$ cat src/rtl/traffic_light_ctrl.sv
// traffic_light_ctrl
// Two-direction intersection controller (north-south vs east-west).
// Moore FSM: a direction stays green for at least MIN_GREEN cycles and yields
// only when the opposing sensor reports a car; every handoff passes through
// CLEAR all-red cycles. Lamps are registered and decoded from the next state,
// so they always match the state register and never depend on inputs directly.
//
// Ports:
//   clock  - system clock, rising-edge active
//   reset  - asynchronous, active-high; forces NS green
//   EWCar  - east-west car present (level, synchronous to clock)
//   NSCar  - north-south car present (level, synchronous to clock)
//   EWLite - east-west green lamp (1 = green, 0 = red), registered
//   NSLite - north-south green lamp (1 = green, 0 = red), registered
module traffic_light_ctrl #(
  parameter int MIN_GREEN = 4,
  parameter int CLEAR     = 2,
  parameter int CNT_W     = 8
) (
  input  logic clock,
  input  logic reset,
  input  logic EWCar,
  input  logic NSCar,
  output logic EWLite,
  output logic NSLite
);

  typedef enum logic [1:0] {
    NS_GREEN = 2'b00,
    NS_CLEAR = 2'b01,
    EW_GREEN = 2'b10,
    EW_CLEAR = 2'b11
  } state_t;

  localparam logic [CNT_W-1:0] GREEN_LAST = CNT_W'(MIN_GREEN - 1);
  localparam logic [CNT_W-1:0] CLEAR_LAST = CNT_W'(CLEAR - 1);
  localparam logic [CNT_W-1:0] CNT_ZERO   = {CNT_W{1'b0}};
  localparam logic [CNT_W-1:0] CNT_ONE    = {{(CNT_W-1){1'b0}}, 1'b1};

  state_t           state_r;
  state_t           state_s;
  logic [CNT_W-1:0] cnt_r;
  logic [CNT_W-1:0] cnt_s;

  // Next-state and dwell-counter logic.
  always_comb begin
    state_s = state_r;
    cnt_s   = cnt_r;
    case (state_r)
      NS_GREEN: begin
        // Yield only once matured and only if east-west is waiting right now.
        if ((cnt_r >= GREEN_LAST) && EWCar) begin
          state_s = NS_CLEAR;
          cnt_s   = CNT_ZERO;
        end else if (cnt_r < GREEN_LAST) begin
          cnt_s = cnt_r + CNT_ONE;
        end else begin
          cnt_s = cnt_r;
        end
      end
      NS_CLEAR: begin
        if (cnt_r == CLEAR_LAST) begin
          state_s = EW_GREEN;
          cnt_s   = CNT_ZERO;
        end else begin
          cnt_s = cnt_r + CNT_ONE;
        end
      end
      EW_GREEN: begin
        if ((cnt_r >= GREEN_LAST) && NSCar) begin
          state_s = EW_CLEAR;
          cnt_s   = CNT_ZERO;
        end else if (cnt_r < GREEN_LAST) begin
          cnt_s = cnt_r + CNT_ONE;
        end else begin
          cnt_s = cnt_r;
        end
      end
      EW_CLEAR: begin
        if (cnt_r == CLEAR_LAST) begin
          state_s = NS_GREEN;
          cnt_s   = CNT_ZERO;
        end else begin
          cnt_s = cnt_r + CNT_ONE;
        end
      end
      default: begin
        // Any corrupted encoding falls back to the reset state.
        state_s = NS_GREEN;
        cnt_s   = CNT_ZERO;
      end
    endcase
  end

  // State, counter and lamp registers; lamps decode the state being entered
  // so they line up with the state register every cycle.
  always_ff @(posedge clock or posedge reset) begin
    if (reset) begin
      state_r <= NS_GREEN;
      cnt_r   <= CNT_ZERO;
      NSLite  <= 1'b1;
      EWLite  <= 1'b0;
    end else begin
      state_r <= state_s;
      cnt_r   <= cnt_s;
      NSLite  <= (state_s == NS_GREEN);
      EWLite  <= (state_s == EW_GREEN);
    end
  end

endmodule

$ cat config.mk
export PLATFORM = sky130hd
export DESIGN_NAME = traffic_light_ctrl
export DESIGN_NICKNAME = d
export VERILOG_FILES = /design/src/rtl/traffic_light_ctrl.sv
export SDC_FILE = /design/constraint.sdc
export NUM_CORES = 1
export LEC_CHECK = 0
export ABC_AREA = 1
export CAP_MARGIN = 15
export CORE_AREA = 2 2 55 57
export CTS_CLUSTER_DIAMETER = 100
export DETAILED_ROUTE_END_ITERATION = 12
export DIE_AREA = 0 0 57 59
export HOLD_SLACK_MARGIN = 0.12
export PLACE_DENSITY = 0.57
export SETUP_SLACK_MARGIN = 0.02
export SLEW_MARGIN = 20
export SYNTH_ARGS = -nofsm -noshare
export SYNTH_HDL_FRONTEND = slang
export SYNTH_SLANG_ARGS = --single-unit
$ cat constraint.sdc
create_clock -name clock -period 1.9 [get_ports clock]
set_clock_uncertainty 0.1 [all_clocks]
set_input_delay 0.19 -clock clock [delete_from_list [all_inputs] [get_ports clock]]
set_output_delay 0.19 -clock clock [all_outputs]
set_load 0.02 [all_outputs]
==> Word level (Yosys, flattened, before mapping) <==
Cells that the tools add are included.
{ "op_classes": {"muxes": 10, "reduce_logical": 5, "n_eq_ne": 5, "magnitude_cmp": 2, "addsub": 1} }
{ "op_table": {"columns": ["cell", "n"], "rows": [
  ["$mux W8", 4],
  ["$pmux W8 S3", 1],
  ["$add A8 B1 Y8 const B", 1],
  ["$eq A8 B1 Y1 const B", 1],
  ["$ge A8 B2 Y1 const B", 1],
  ["$lt A8 B2 Y1 const B", 1],
  ["$mux W2", 4],
  ["$pmux W2 S4", 1],
  ["$eq A2 B2 Y1 const B", 3],
  ["$logic_not A2 Y1", 2],
  ["$eq A2 B1 Y1 const B", 1],
  ["$logic_and A1 B1 Y1", 2],
  ["$reduce_or A2 Y1", 1]
]} }
{ "totals": {"ff_bits": 12, "inputBits": 4} }

==> Depth between registers and ports, before layout <==
{ "logic_depth": {"ltp_word": 5, "ltp_mapped": 10, "depth_no_buf": 10} }

==> Worst setup path before layout <==
OpenSTA, ideal clock, no wires.
{ "synth_path": {"kind": "reg-to-reg", "start": "register cnt_r[0]", "end": "register cnt_r[6]", "stages_incl_launch_ff": 9, "setup_ns": 0.065, "setup_slack_ns": 0.491, "arrival_ns": 1.244, "cell_sequence": "dfrtp_1 ha_1 nor2_2 nand2_2 o21ai_4 nand2_2 nand2_4 nand2_1 nand2_1"} }
{ "synth_between": {"elab_chain_len": 4} }
{ "synth_lines": {"columns": ["item", "line_no", "rtl"], "rows": [
  ["from (decl)", "42", "logic [CNT_W-1:0] cnt_r;"],
  ["from (signal assigned)", "105", "cnt_r <= cnt_s;"],
  ["$add A8 B1 Y8, or another cell as far along", null, null],
  ["$mux W8, or another cell as far along", "55, 73", null],
  ["$mux W8 (on tied branches)", "70, 52", null],
  ["$pmux W8 S3 (*)", "49", "case (state_r)"],
  ["via cnt_s[6]", "43", "logic [CNT_W-1:0] cnt_s;"]
]} }
Mark *: on every way through the listed nets, which the timed path passes. The rest lies on a longest branch.

==> Final worst setup path <==
{ "layout_path": {"start": "register NSLite", "end": "output NSLite"} }
{ "layout_lines": {"columns": ["item", "line_no", "rtl"], "rows": [
  ["from (decl)", "25", "output logic NSLite"],
  ["from (signal assigned)", "106", "NSLite <= (state_s == NS_GREEN);"]
]} }
No word-level cell between the ends.

==> out/metrics.cfg <==
[run_status]
status = finished, final reports clean

[sta]
max_freq_mhz = 586
rsz0062_at_grt = no
finalCritPeriodShare_pct = 89.8
fin_setup_tns_ns = 0
slew_headroom_pct = 68.1
worst_pin_slew_ns = 0.478
min_period_ns = 1.71
hold_viol = 0
setup_ws_ns = 0.193
maxSlewViolCount = 0
final-setup-viol-count = 0

[global_route]
grt_first_pass_wirelength_um = 2720
antenna_found_initial = 0
grt_overflow = 0
track_usage_pct = 10.9
grt_pass1_vias = 607
grt_max_degree = 13

[synth]
synthArstFlopShare_pct = 100
avgSynthCellArea_um2 = 8.41
synth_edf_count = 0
yosysUniqueCellTypes = 24
synth_most_common_cell = nand2_1
yosysSeqAreaShare_pct = 37.4
synth_flop_cell = dfrtp_1
synth_area_um2 = 807
synth_commonest_cells = nand2_1, nand3_1, dfrtp_1
ys_seq_elements = 12
yosysTopAreaCell = dfrtp_1
yosys_warnings = 0
synthCells = 96
yosysTopAreaCellShare_pct = 34.1
synth_area_leaders = dfrtp_1, nand2_1, nand3_1
syn_nets = 102

[cts]
cts_setup_buffers = 0
clock_latency_ns = 0.29
cts_max_level = 1
cts_tree = yes
cts_repair_resize_count = 0
clk_pin_slew_worst_paths_ns = 0.09
cts_hold_buf = 0
cts-buffers-inserted = 3
cts_root_buf = clkbuf_4
cts.path.max_buffers = 2
clock_sinks = 12

[power]
internal_power_mw = 0.749
seq_power_share_pct = 31.6
powerDensity_nw_per_um2 = 1550
p_clk_share_pct = 15.3
ir_drop_mv = 1.03
switchingPower_mw = 0.664
switching_share_pct = 47.0
p_leak_nw = 0.430
combPwrFrac_pct = 53.1

[die]
core_area_um2 = 2710
chipHeight_um = 59
row_count = 19
pin_count = 6
die_x_um = 57
die_area_um2 = 3360
start_util_pct = 29.8

[final_layout]
drive_gt1_share_pct = 28.2
area_growth_pct = 13.2
nets = 110
fill_cells = 296
num_antenna_cells = 0

[route]
drtIter0Drc = 13
drt_wl_total_um = 1570
route.detailed.drc = 0
drt_pre_antenna_iters = 4
ant_nets = 0
wl_per_cell_um = 11.7
vias = 625
post_drt_via_cell_ratio = 4.66

[worst_setup_path]
path_buf_inv = 1
required_ns = 1.61
critical_path.slowest_cell = clkdlybuf4s50_1
cp_cell_sequence = clkdlybuf4s50_1
crit_type = register to output pin
end_kind = output pin
critPathTopFamily = buffers and inverters
cp_max_fo = 1
crit_cells = 1
r2r_cells = 8
start_kind = register
crit_path_max_incr_delay_ns = 0.60
arrival_ns = 1.42

[placement]
gp_congestion = 0.805
dp_slack_ns = 0.336
dp_hpwl_um = 1130
port_buffers = 5

[worst_hold_path]
hold_class = input port to async pin

[flow_run]
maxCapViolations = 0

==> flip-flops by register name, indices dropped and copies added (netlist names) <==
name / flops
NSLite: 1
cnt_r: 8
EWLite: 1
state_r: 2
==> cell type report <==
cell class                 count  area [um2]  area share [%]
timing repair buffer           5        50.0            5.48
tap                           31        38.8            4.25
multi-input combinational     72         449            49.2
inverter                      10        37.5            4.11
clock buffer                   4        36.3            3.97
sequential                    12         302            33.0
==> routing by layer <==
layer | vias up | wire length (um) | GRT usage (%)
met5 | - | 0 | 0
met3 | 5 | 45 | 3.06
met4 | 0 | 40 | 5.98
met1 | 293 | 751 | 13.4
li1 | 320 | - | -
met2 | 7 | 728 | 17.2
==> cell families after synthesis <==
kind of cell,share of synthesized area (%)
fa+ha+maj,3.10
flops,37.4
compound gates,5.12
simple gates,45.3
xor+xnor,2.17
buf+inv,6.98
==> power groups by stage <==
stage	Clock (mW)	Combinational (mW)	Sequential, mW
2_1_floorplan	0	0.610	0.432
3_3_place_gp	0	0.747	0.448
3_5_place_dp	0	0.750	0.451
4_1_cts	0.221	0.754	0.447
5_1_grt	0.235	0.841	0.459
6_report	0.216	0.750	0.446
==> path summary, 6_finish.rpt <==
kind	start	endpoint	slack (ns)
max	NSLite	NSLite	0.19
min	reset	state_r[1]	0.10
max reg2reg	cnt_r[0]	cnt_r[1]	0.33
min reg2reg	cnt_r[7]	cnt_r[7]	0.45
max in group asynchronous	reset	NSLite	1.25
min in group clock	cnt_r[7]	cnt_r[7]	0.45
==> placed cells by master (no fill, tap or decap), types with 2 or more instances in the layout <==
cell / synthesis / layout
nand2_4: 5 / 5
ha_1: 2 / 2
nor2_2: 5 / 5
nand4_1: 2 / 2
nor2_4: 3 / 3
nand2_2: 4 / 4
dfrtp_1: 11 / 11
nand3_2: 2 / 2
or2_0: 2 / 2
nand2_1: 20 / 20
xor2_1: 2 / 2
nand3_1: 13 / 13
clkbuf_4: 0 / 3
inv_1: 6 / 6
nor2_1: 5 / 5
nand3b_1: 2 / 2
inv_2: 4 / 4
clkdlybuf4s50_1: 0 / 5
==> stage by stage <==
step	hold slack [ns]	power [mW]	cell area, um2	std cells	utilization [%]
after detailed placement	0.429	1.20	877	130	32.4
after global routing	0.153	1.53	913	134	33.7
after floorplan	-0.0460	1.04	807	96	-
final	0.105	1.41	913	134	33.7
after CTS	0.120	1.42	913	134	33.7
after global placement	0.433	1.20	877	130	32.4
Note: power is estimated with default switching activity, not from simulation.
